**src/rtl/rtc_pkg.sv**
```systemverilog
// Shared definitions for the RTC chip bus engine: widths, register map, FSM states.
// Optional feature macro used by this slice: RTC_BUS_BCD_CHECK_EN.
package rtc_pkg;

   localparam int RTC_ADDR_W = 8;
   localparam int RTC_DATA_W = 8;

   localparam logic [RTC_ADDR_W-1:0] RTC_REG_SEC   = 8'h21;
   localparam logic [RTC_ADDR_W-1:0] RTC_REG_MIN   = 8'h22;
   localparam logic [RTC_ADDR_W-1:0] RTC_REG_HOUR  = 8'h23;
   localparam logic [RTC_ADDR_W-1:0] RTC_REG_DATE  = 8'h24;
   localparam logic [RTC_ADDR_W-1:0] RTC_REG_MONTH = 8'h25;
   localparam logic [RTC_ADDR_W-1:0] RTC_REG_YEAR  = 8'h26;
   localparam logic [RTC_ADDR_W-1:0] RTC_REG_CMD   = 8'hF0;

   typedef enum logic [2:0] {
      IDLE,
      A_SET,
      A_STB,
      A_HLD,
      GAP,
      D_STB,
      D_HLD,
      DONE
   } rtc_state_t;

   function automatic logic is_bcd(input logic [RTC_DATA_W-1:0] b);
      return (b[7:4] <= 4'd9) && (b[3:0] <= 4'd9);
   endfunction

endpackage

```
**src/rtl/rtc_phase_timer.sv**
```systemverilog
// Phase down-counter: reloads to PHASE_CYC-1 on load, flags expired when it reaches zero.
module rtc_phase_timer #(
   parameter int PHASE_CYC = 10
) (
   input  logic clk,
   input  logic rst,
   input  logic load,
   output logic expired
);

   localparam int CW = $clog2(PHASE_CYC + 1);
   localparam logic [CW-1:0] RELOAD = CW'(PHASE_CYC - 1);

   logic [CW-1:0] cnt;

   always_ff @(posedge clk or posedge rst) begin
      if (rst) begin
         cnt <= '0;
      end else if (load) begin
         cnt <= RELOAD;
      end else if (cnt != '0) begin
         cnt <= cnt - CW'(1);
      end
   end

   assign expired = (cnt == '0);

endmodule

```
**src/rtl/rtc_bus_ctrl.sv**
```systemverilog
// Single-transaction engine for the RTC multiplexed address/data bus (address then data cycle).
// Optional RTC_BUS_BCD_CHECK_EN adds rd_err, flagging non-BCD bytes on read completion.
module rtc_bus_ctrl
   import rtc_pkg::*;
#(
   parameter int PHASE_CYC = 10
) (
   input  logic                  CLOCK_NEXYS,
   input  logic                  reset,
   input  logic                  req,
   input  logic                  rnw,
   input  logic [RTC_ADDR_W-1:0] addr,
   input  logic [RTC_DATA_W-1:0] wdata,
   output logic [RTC_DATA_W-1:0] rdata,
   output logic                  busy,
   output logic                  done,
   input  logic [RTC_DATA_W-1:0] AD_IN,
   output logic [RTC_DATA_W-1:0] AD_OUT,
   output logic                  ad_oe,
   output logic                  A_D,
   output logic                  C_S,
   output logic                  R_D,
   output logic                  W_R
`ifdef RTC_BUS_BCD_CHECK_EN
   ,
   output logic                  rd_err
`endif
);

   rtc_state_t state, state_n;

   logic                  rnw_q, rnw_n;
   logic [RTC_ADDR_W-1:0] addr_q, addr_n;
   logic [RTC_DATA_W-1:0] wdata_q, wdata_n;

   logic                  load, expired, capture;
   logic [RTC_DATA_W-1:0] ad_out_n;
   logic                  ad_oe_n, a_d_n, c_s_n, r_d_n, w_r_n, busy_n, done_n;

   rtc_phase_timer #(
      .PHASE_CYC (PHASE_CYC)
   ) u_timer (
      .clk     (CLOCK_NEXYS),
      .rst     (reset),
      .load    (load),
      .expired (expired)
   );

   always_comb begin
      state_n = state;
      rnw_n   = rnw_q;
      addr_n  = addr_q;
      wdata_n = wdata_q;
      unique case (state)
         IDLE: if (req) begin
            state_n = A_SET;
            rnw_n   = rnw;
            addr_n  = addr;
            wdata_n = wdata;
         end
         A_SET:   if (expired) state_n = A_STB;
         A_STB:   if (expired) state_n = A_HLD;
         A_HLD:   if (expired) state_n = GAP;
         GAP:     if (expired) state_n = D_STB;
         D_STB:   if (expired) state_n = D_HLD;
         D_HLD:   if (expired) state_n = DONE;
         DONE:    state_n = IDLE;
         default: state_n = IDLE;
      endcase
      load    = (state_n != state);
      capture = (state == D_STB) && expired && rnw_q;
   end

   // Pad outputs are decoded from the next state and registered, so nothing reaches the
   // pads combinationally. Write data is put on the bus during GAP so that ad_oe never
   // changes in the same cycle W_R falls.
   always_comb begin
      ad_out_n = AD_OUT;
      ad_oe_n  = 1'b0;
      a_d_n    = 1'b1;
      c_s_n    = 1'b1;
      r_d_n    = 1'b1;
      w_r_n    = 1'b1;
      busy_n   = !((state_n == IDLE) || (state_n == DONE));
      done_n   = (state_n == DONE);
      unique case (state_n)
         A_SET, A_HLD: begin
            a_d_n    = 1'b0;
            ad_out_n = addr_n;
            ad_oe_n  = 1'b1;
         end
         A_STB: begin
            a_d_n    = 1'b0;
            ad_out_n = addr_n;
            ad_oe_n  = 1'b1;
            c_s_n    = 1'b0;
            w_r_n    = 1'b0;
         end
         GAP, D_HLD: if (!rnw_n) begin
            ad_out_n = wdata_n;
            ad_oe_n  = 1'b1;
         end
         D_STB: begin
            c_s_n = 1'b0;
            if (rnw_n) begin
               r_d_n = 1'b0;
            end else begin
               w_r_n    = 1'b0;
               ad_out_n = wdata_n;
               ad_oe_n  = 1'b1;
            end
         end
         default: ;
      endcase
   end

   always_ff @(posedge CLOCK_NEXYS or posedge reset) begin
      if (reset) begin
         state   <= IDLE;
         rnw_q   <= 1'b0;
         addr_q  <= '0;
         wdata_q <= '0;
         rdata   <= '0;
         AD_OUT  <= '0;
         ad_oe   <= 1'b0;
         A_D     <= 1'b1;
         C_S     <= 1'b1;
         R_D     <= 1'b1;
         W_R     <= 1'b1;
         busy    <= 1'b0;
         done    <= 1'b0;
      end else begin
         state   <= state_n;
         rnw_q   <= rnw_n;
         addr_q  <= addr_n;
         wdata_q <= wdata_n;
         AD_OUT  <= ad_out_n;
         ad_oe   <= ad_oe_n;
         A_D     <= a_d_n;
         C_S     <= c_s_n;
         R_D     <= r_d_n;
         W_R     <= w_r_n;
         busy    <= busy_n;
         done    <= done_n;
         if (capture) rdata <= AD_IN;
      end
   end

`ifdef RTC_BUS_BCD_CHECK_EN
   always_ff @(posedge CLOCK_NEXYS or posedge reset) begin
      if (reset) begin
         rd_err <= 1'b0;
      end else if (capture) begin
         rd_err <= !is_bcd(AD_IN);
      end
   end
`endif

endmodule
```
**config.mk**
```make
export PLATFORM = sky130hd
export DESIGN_NAME = rtc_bus_ctrl
export DESIGN_NICKNAME = d
export VERILOG_FILES = /design/src/rtl/rtc_pkg.sv /design/src/rtl/rtc_phase_timer.sv /design/src/rtl/rtc_bus_ctrl.sv
export SDC_FILE = /design/constraint.sdc
export NUM_CORES = 1
export LEC_CHECK = 0
export BUFFER_PORTS_ARGS = -buffer_cell sky130_fd_sc_hd__clkbuf_2
export CELL_PAD_IN_SITES_DETAIL_PLACEMENT = 0
export CELL_PAD_IN_SITES_GLOBAL_PLACEMENT = 1
export CORE_MARGIN = 2
export CORE_UTILIZATION = 31
export CTS_BUF_LIST = sky130_fd_sc_hd__clkbuf_2 sky130_fd_sc_hd__clkbuf_4 sky130_fd_sc_hd__clkbuf_8
export CTS_CLUSTER_DIAMETER = 50
export DETAILED_ROUTE_END_ITERATION = 8
export PLACE_DENSITY_LB_ADDON = 0.1
export SLEW_MARGIN = 15
export SYNTH_ARGS = -nofsm -noshare
export SYNTH_HDL_FRONTEND = slang
export SYNTH_SLANG_ARGS = --single-unit
```
**constraint.sdc**
```tcl
create_clock -name CLOCK_NEXYS -period 1.75 [get_ports CLOCK_NEXYS]
set_input_delay 0.2625 -clock CLOCK_NEXYS [delete_from_list [all_inputs] [get_ports CLOCK_NEXYS]]
set_output_delay 0.2625 -clock CLOCK_NEXYS [all_outputs]
set_load 0.02 [all_outputs]
```
Word-level counts from Yosys, hierarchy flattened:

Cells that the tools add are included.

* $add $sub $neg: 1
* eq/ne operators: 16
* muxes and demuxes: 25
* reductions and logical operators: 14

Operators with widths (count)
* $mux 8: 5
* $eq 3x3->1 const B: 8
* $pmux 3 s8: 1
* $mux 3: 7
* $pmux 8 s2: 1
* $eq 3x2->1 const B: 4
* $mux 4: 2
* $mux 1: 7
* $eq 3x1->1 const B: 2
* $logic_not 3->1: 2
* $reduce_or 3->1: 2
* $logic_not 4->1: 1
* $pmux 1 s2: 2
* $reduce_bool 2->1: 2
* $reduce_bool 4->1: 1
* $sub 4x1->4 const B: 1
* $ne 3x3->1: 1
* $logic_and 1x1->1: 2
* $ne 2x2->1 const B: 1
* $reduce_and 2->1: 1
* $reduce_or 2->1: 1
* $logic_not 1->1: 1
* $logic_or 1x1->1: 1

* register bits: 47
* input bits: 28

Longest topological paths before layout:

Gate-level depths: netlist of run 1.

* word-level depth: 7
* depth in mapped cells: 8
* gate-level depth less buffers: 6

By module:

Synthesis of run 1 repeated with hierarchy kept, for this count alone.

* cell total of the unflattened synthesis: 161
* area, all modules: 2105.8 um^2

Modules (own cells, without submodules)
* rtc_bus_ctrl: times used 1, cells each 139, area each 1881.8 um^2
* rtc_phase_timer: times used 1, cells each 22, area each 224.0 um^2

Least setup slack after synthesis of run 1:

OpenSTA, ideal clock, no wires.

* path kind: register -> register
* from: register u_timer.cnt[0]
* to: register AD_OUT[7]
* library setup time: 0.138 ns
* arrival: 1.703 ns
* required time: 1.612 ns
* setup slack: -0.091 ns
* stages on the path, launching flop included: 9
* path buffers: 2
* cell sequence: dfrtp_1 -> inv_1 -> ha_1 -> or3b_1 -> buf_6 -> a21oi_4 -> or2_1 -> buf_6 -> o31ai_4

* longest elaborated chain between the ends: 7
* elaborated cells between the ends (all ways): 20
* classes of those cells: eq/ne: 7; mux: 8; reduce/logical: 5

RTL lines
* start: declaration: line rtc_phase_timer.sv:14 `logic [CW-1:0] cnt;`
* start signal: assignment: line rtc_phase_timer.sv:22 `cnt <= cnt - CW'(1);`
* $logic_not 4->1 (*): line rtc_phase_timer.sv:26 `assign expired = (cnt == '0);`
* $mux 3, or another cell as far along: line rtc_bus_ctrl.sv:66 `D_HLD: if (expired) state_n = DONE;`
* $pmux 3 s8 (*): line rtc_bus_ctrl.sv:54 `unique case (state)`
* $eq 3x3->1, or another cell as far along: line rtc_bus_ctrl.sv:86 `unique case (state_n)`
* $reduce_or 3->1 (no source line)
* $ne 2x2->1 (no source line) / $reduce_bool 2->1 (equally long branches)
* $reduce_and 2->1 (no source line)
* end signal: assignment: line rtc_bus_ctrl.sv:137 `AD_OUT <= ad_out_n;`
* end: declaration: line rtc_bus_ctrl.sv:18 `output logic [RTC_DATA_W-1:0] AD_OUT,`

Mark *: on every way between the ends. The rest lies on a longest branch, timed or not.
A chain may end at the register's enable or synchronous reset.

Worst setup path after layout of run 1:

* from: register state[2]
* to: register AD_OUT[7]

* elaborated cells between the ends (all ways): 32
* classes of those cells: eq/ne: 14; mux: 13; reduce/logical: 5

RTL lines
* start: declaration: line rtc_bus_ctrl.sv:30 `rtc_state_t state, state_n;`
* start signal: assignment: line rtc_bus_ctrl.sv:133 `state <= state_n;`
* $logic_not 3->1: line rtc_bus_ctrl.sv:54
* $mux 8: line rtc_bus_ctrl.sv:54
* via wdata_n[7]: line rtc_bus_ctrl.sv:34 `logic [RTC_DATA_W-1:0] wdata_q, wdata_n;`
* $mux 8: line rtc_bus_ctrl.sv:99, rtc_bus_ctrl.sv:105
* $pmux 8 s2: line rtc_bus_ctrl.sv:86

The timed path passes the listed nets, and every way through them passes these cells. The select of a mux whose other input is x is not followed.

==> results.txt, run 1 <==
outcome -> finished with violations
failing checks -> setup timing
Die H -> 89.3 um
max-slew violation count -> 0
core area -> 7140 um2
yosys warns -> 0
Antenna Cells -> 0
root buffer cell -> clkbuf_8
# IOs -> 51
RePlAce Congestion -> 0.801
Post-Layout Cell Count -> 360
vias in the first global route -> 1671
Initial Util -> 31.6%
share of layout cells above drive strength 1 -> 62.5%
cell chain of the critical path -> nor4b_4 -> buf_6 -> buf_12 -> buf_8 -> mux2_4 -> a21oi_2 -> o31ai_4
drt pass-1 iters -> 4
LEAKAGE -> 1.44 nW
Clk Latency, worst-skew pair -> 0.30 ns
vias after detailed routing -> 1660
CP Max Fanout -> 6
Detail Route Antenna Nets -> 0
DR DRC count -> 0
initial drt markers -> 66
DP Wirelength -> 3.91 mm
Critical Path End Type -> flop
first-pass GRT wire length -> 8.36 mm
die area -> 7970 um2
worst vdd ir -> 0.000789 V
max cap viols -> 0
crit path DAT -> 1.94 ns
CP required -> 1.93 ns
max incr delay on CP -> 0.42 ns
clk slew on worst S/H paths -> 0.09 ns
initial antenna violation count -> 0
Final Hold Fails -> 0
port bufs -> 50
gr ovfl total -> 0
TritonCTS buffer count -> 5
commonest non-fill, non-tap cells in the layout -> clkbuf_2, dfrtp_1, buf_4
max frequency -> 567 MHz
Slowest cell on crit path -> dfrtp_1
Syn Inst Count -> 179
Routed WL -> 5.39 mm
Post-Syn Area -> 2250 um2
placed insts -> 342
CTS tree -> yes
total power -> 5.78 mW
Sink Count -> 47
CP Launch Type -> flop
num rows -> 31
minimum clock period -> 1.76 ns
Most used DFF post-synth -> dfrtp_1
post-route setup slack -> -0.0124 ns
final worst-path cycle share -> 101%
Seq/Total Area, Yosys -> 52.4%
Via density -> 4.61
gr usage total -> 13.8%
largest net degree at the start of global routing -> 31
synthesized area per cell -> 12.6 um2
setup TNS -> -0.0170 ns
#FFs+latches synth -> 47
chip width -> 89.3 um
most common cell after layout, fill and taps aside -> clkbuf_2
async set-reset flop share out of synthesis -> 100%
Worst Skew -> 0.00833 ns
relative slew slack -> 53.5%
RSZ-0062 raised after global routing -> true
Worst-Margin Slew -> 0.693 ns
CTS H-tree depth -> 2
Post-synth EDFFs -> 0
Hold WS -> 0.200 ns
Synth cell types -> 42
clock buffer depth -> 2
Hold Crit Class -> in -> reg
PD cells -> 1790 nW/um2
endpoints failing setup -> 3
DR WL/cell -> 15.0 um
final net count -> 289
area grow syn2layout -> 43.6%
Fill cells -> 692
post-synthesis net count -> 208
Worst Setup Path Type -> reg -> reg
[metal layers]
metal	up-vias	part of all wire [%]	track usage, %
li1	807	-	-
met1	806	50	20.4
met2	42	44	20.1
met5	-	0	0
met4	0	0.78	3.53
met3	5	5.4	3.51
[final cells by class]
type / instances / area [um2] / area share, %
flip-flops and latches: 47 / 1180 / 36.5
multi-input cells: 114 / 1170 / 36.1
repair buffers: 86 / 626 / 19.3
well taps: 99 / 124 / 3.83
clock buffers: 7 / 83.8 / 2.59
clock inverters: 1 / 30.0 / 0.928
inverters: 6 / 22.5 / 0.696
[critical path: cells and delay by family, from the launching register on]
family	cells	cell delay (ns)
buffers and inverters	3	0.40
flip-flops	1	0.42
AND/OR/NAND/NOR	1	0.29
multiplexers	1	0.31
AO/OA/AOI/OAI	2	0.22
[sequential cells by signal (all words and copies together), names as in the netlist, 3 cells and up]
name	cells
AD_OUT	8
u_timer.cnt	4
state	3
rdata	8
wdata_q	8
addr_q	8
[Yosys cell counts, types with 3 or more instances]
master	n	share of area, %
dfrtp_1	43	48
mux2_2	17	8.5
nor3_1	14	3.1
a21oi_1	13	2.9
o21ai_0	13	2.9
mux2_4	8	5.3
nand2_1	8	1.3
o31ai_2	7	3.9
inv_1	6	1.0
buf_6	4	2.0
dfstp_2	4	4.7
nand4bb_1	3	1.5
nor2_1	3	0.50
[per-stage QoR]
| stage | cell area (um2) | utilization (%) | worst slack [ns] |
|---|---|---|---|
| 5_1_grt | 3240 | 45.4 | -0.0635 |
| 6_report | 3240 | 45.4 | -0.0124 |
| 4_1_cts | 3020 | 42.3 | -0.0152 |
| 3_3_place_gp | 2810 | 39.3 | -0.0696 |
| 3_5_place_dp | 2810 | 39.3 | -0.0917 |
| 2_1_floorplan | 2280 | - | 0.00243 |
[cells by family (layout without fill, tap and decap cells)]
kind of cell               Yosys count  count (layout)  synth area share, %
and+or+nand+nor                     44              44                 12.7
DFF                                 47              47                 52.4
xor gates and xnor gates             2               2                0.777
AOI/OAI and AO/OA                   41              41                 14.0
adders and majority gates            1               1                0.555
muxes                               26              26                 14.3
buffers and inverters               18             100                 5.33
[power by group]
group	total, mW	leakage [nW]	internal, mW	switching (mW)
Combinational	3.16	0.817	1.54	1.62
Sequential	1.81	0.567	1.58	0.221
Clock	0.809	0.0593	0.459	0.351
[repair_timing]
action                     in CTS  in global routing
setup endpoints to repair      11                 21
hold endpoints to repair       13                  0
buffers inserted                2                  7
cloned                          1                  1
hold buffers                    1                  0
pin swaps                       2                  4
resized for setup              12                 34
[worst paths after layout]
| path | slack (ns) | to | start | cells after the start |
|---|---|---|---|---|
| max | -0.01 | AD_OUT[7] | state[2] | 7 |
| min | 0.20 | rdata[3] | AD_IN[3] | 2 |
| max reg2reg | -0.01 | AD_OUT[7] | state[2] | 7 |
| min reg2reg | 0.50 | wdata_q[6] | wdata_q[6] | 1 |
| max in group asynchronous | 0.69 | state[2] | reset | 4 |
| min in group asynchronous | 0.53 | rdata[5] | reset | 3 |
Power figures use the tool's default switching activity.
==> run 2, diff against run 1 <==
--- a/config.mk
+++ b/config.mk
@@ -18,3 +18,4 @@
 export SYNTH_ARGS = -nofsm -noshare
 export SYNTH_HDL_FRONTEND = slang
 export SYNTH_SLANG_ARGS = --single-unit
+export TNS_END_PERCENT = 10
==> run 2 against run 1 <==
Against the previous run:
- critical path depth stayed put
- first-iteration DRC count grew 3.0%
- clock skew rose by 0.00096 ns
- maximum frequency rose by 0.19%
- setup slack gained 0.0034 ns
- die area is the same
- the flow still finishes with violations (setup timing)
- via count rose by 1.3%
==> results.txt, run 2 (synthesis gave the netlist of run 1 again) <==
num rows -> 31 (unchanged)
CTS tree -> yes (unchanged)
area grow syn2layout -> 44.1% (was 43.6%)
R2R Path End -> AD_OUT[1] (was AD_OUT[7])
post-route setup slack -> -0.00897 ns (was -0.0124 ns)
initial antenna violation count -> 0 (unchanged)
worst vdd ir -> 0.000835 V (was 0.000789 V)
Antenna Cells -> 0 (unchanged)
Fill cells -> 690 (was 692)
minimum clock period -> 1.76 ns (about the same)
vias after detailed routing -> 1681 (was 1660)
HP Start -> AD_IN[3] (unchanged)
core area -> 7140 um2 (unchanged)
Worst-Margin Slew -> 0.699 ns (was 0.693 ns)
clk slew on worst S/H paths -> 0.08 ns (was 0.09 ns)
first-pass GRT wire length -> 8.38 mm (was 8.36 mm)
chip width -> 89.3 um (unchanged)
Initial Util -> 31.6% (unchanged)
outcome -> finished with violations (unchanged)
Via density -> 4.63 (was 4.61)
failing checks -> setup timing (unchanged)
Post-Layout Cell Count -> 363 (was 360)
CP required -> 1.93 ns (about the same)
CP Launch Type -> flop (unchanged)
initial drt markers -> 68 (was 66)
Hold Path Depth -> 2 (unchanged)
die area -> 7970 um2 (unchanged)
max cap viols -> 0 (unchanged)
gr ovfl total -> 0 (unchanged)
gr usage total -> 13.8% (about the same)
endpoints failing setup -> 2 (was 3)
RSZ-0062 raised after global routing -> true (unchanged)
DR DRC count -> 0 (unchanged)
crit path DAT -> 1.94 ns (about the same)
commonest non-fill, non-tap cells in the layout -> clkbuf_2, dfrtp_1, buf_4 (unchanged)
CTS H-tree depth -> 2 (unchanged)
Clk Latency, worst-skew pair -> 0.30 ns (about the same)
DP Wirelength -> 3.91 mm (unchanged)
vias in the first global route -> 1672 (was 1671)
Die H -> 89.3 um (unchanged)
CP Max Fanout -> 6 (unchanged)
RePlAce Congestion -> 0.801 (unchanged)
Worst Skew -> 0.00929 ns (was 0.00833 ns)
clock buffer depth -> 2 (unchanged)
port bufs -> 50 (unchanged)
# IOs -> 51 (unchanged)
Routed WL -> 5.47 mm (was 5.39 mm)
Sink Count -> 47 (unchanged)
share of layout cells above drive strength 1 -> 62.9% (was 62.5%)
max frequency -> 569 MHz (was 567 MHz)
dpl cell area -> 2810 um2 (unchanged)
Design Area, Final -> 3250 um2 (was 3240 um2)
FF-to-FF Start -> state[2] (unchanged)
final net count -> 292 (was 289)
max-slew violation count -> 0 (unchanged)
root buffer cell -> clkbuf_8 (unchanged)
relative slew slack -> 53.1% (was 53.5%)
drt pass-1 iters -> 4 (unchanged)
placed insts -> 342 (unchanged)
Worst Setup Path Type -> reg -> reg (unchanged)
PD cells -> 1790 nW/um2 (about the same)
most common cell after layout, fill and taps aside -> clkbuf_2 (unchanged)
final worst-path cycle share -> 101% (about the same)
DR WL/cell -> 15.1 um (was 15.0 um)
R2R Setup Slk -> -0.009 ns (was -0.01 ns)
largest net degree at the start of global routing -> 31 (unchanged)
Hold Crit Class -> in -> reg (unchanged)
Critical Path End Type -> flop (unchanged)
R2R cell count -> 7 (unchanged)
Detail Route Antenna Nets -> 0 (unchanged)
TritonCTS buffer count -> 5 (unchanged)
Final Hold Fails -> 0 (unchanged)
hold-critical path endpoint -> rdata[3] (unchanged)
LEAKAGE -> 1.46 nW (was 1.44 nW)
[run 2: cell count changes in the layout (fill, tap and decap cells not counted), sizes merged]
cell / delta
buf: +3
[run 2: per-stage QoR]
| stage | TNS [ns] | total power [mW] | setup WS (ns) | util (%) | hold WS (ns) |
|---|---|---|---|---|---|
| global placement | -0.313 | 4.46 | -0.0696 | 39.3 | 0.293 |
| global route | -0.516 | 6.21 | -0.0764 | 45.5 | 0.195 |
| CTS | -0.138 | 5.44 | -0.0367 | 41.9 | 0.184 |
| detailed placement | -0.492 | 4.53 | -0.0917 | 39.3 | 0.306 |
| floorplan | 0 | 3.67 | 0.00243 | - | 0.413 |
| finish | -0.0175 | 5.83 | -0.00897 | 45.5 | 0.200 |
[run 2: worst max-delay path by stage]
| stage | from | endpoint | slack, ns | cells after the start |
|---|---|---|---|---|
| finish | state[2] | AD_OUT[1] | -0.009 | 7 |
| global route | state[2] | AD_OUT[2] | -0.08 | 6 |
| CTS | state[0] | AD_OUT[3] | -0.04 | 5 |
| detailed placement | state[2] | AD_OUT[1] | -0.09 | 6 |
| global placement | state[2] | AD_OUT[1] | -0.07 | 6 |
| floorplan | u_timer.cnt[1] | AD_OUT[7] | 0.002 | 8 |
[run 2: timing repair]
item / 4_1_cts / 5_1_grt
endpoints found under the setup margin: 11 / 21
gates resized for setup: 6 / 38
gates cloned: 1 / 1
setup buffers: 2 / 9
hold buffers: 1 / 0
pin swaps: 1 / 7
endpoints found under the hold margin: 13 / 0
[run 2: layer usage]
metal / part of all wire [%] / global-route usage (%) / routed length, um
met2: 45 / 20.1 / 2470
met1: 49 / 20.5 / 2690
met3: 5.4 / 3.51 / 293
met4: 0.27 / 3.53 / 15
met5: 0 / 0 / 0
[run 2: cell type report]
class | instances | area [um2] | area share (%)
sequential | 47 | 1180 | 36.3
multi-input combinational | 114 | 1170 | 36.0
timing repair buffer | 89 | 637 | 19.6
tap | 99 | 124 | 3.81
clock buffer | 7 | 83.8 | 2.58
clock inverter | 1 | 30.0 | 0.924
inverter | 6 | 22.5 | 0.693
[run 2: where the power goes]
part / leakage (nW) / switching (mW) / internal, mW
Combinational: 0.831 / 1.63 / 1.58
Sequential: 0.567 / 0.222 / 1.58
Clock: 0.0593 / 0.354 / 0.459
[run 2: worst max-delay path: stages (launching register included)]
cell and delay (ns):
dfrtp_1 0.42, nor4b_4 0.27, buf_4 0.18, buf_12 0.13, buf_8 0.12, mux2_4 0.33
a21oi_4 0.14, o31ai_2 0.07
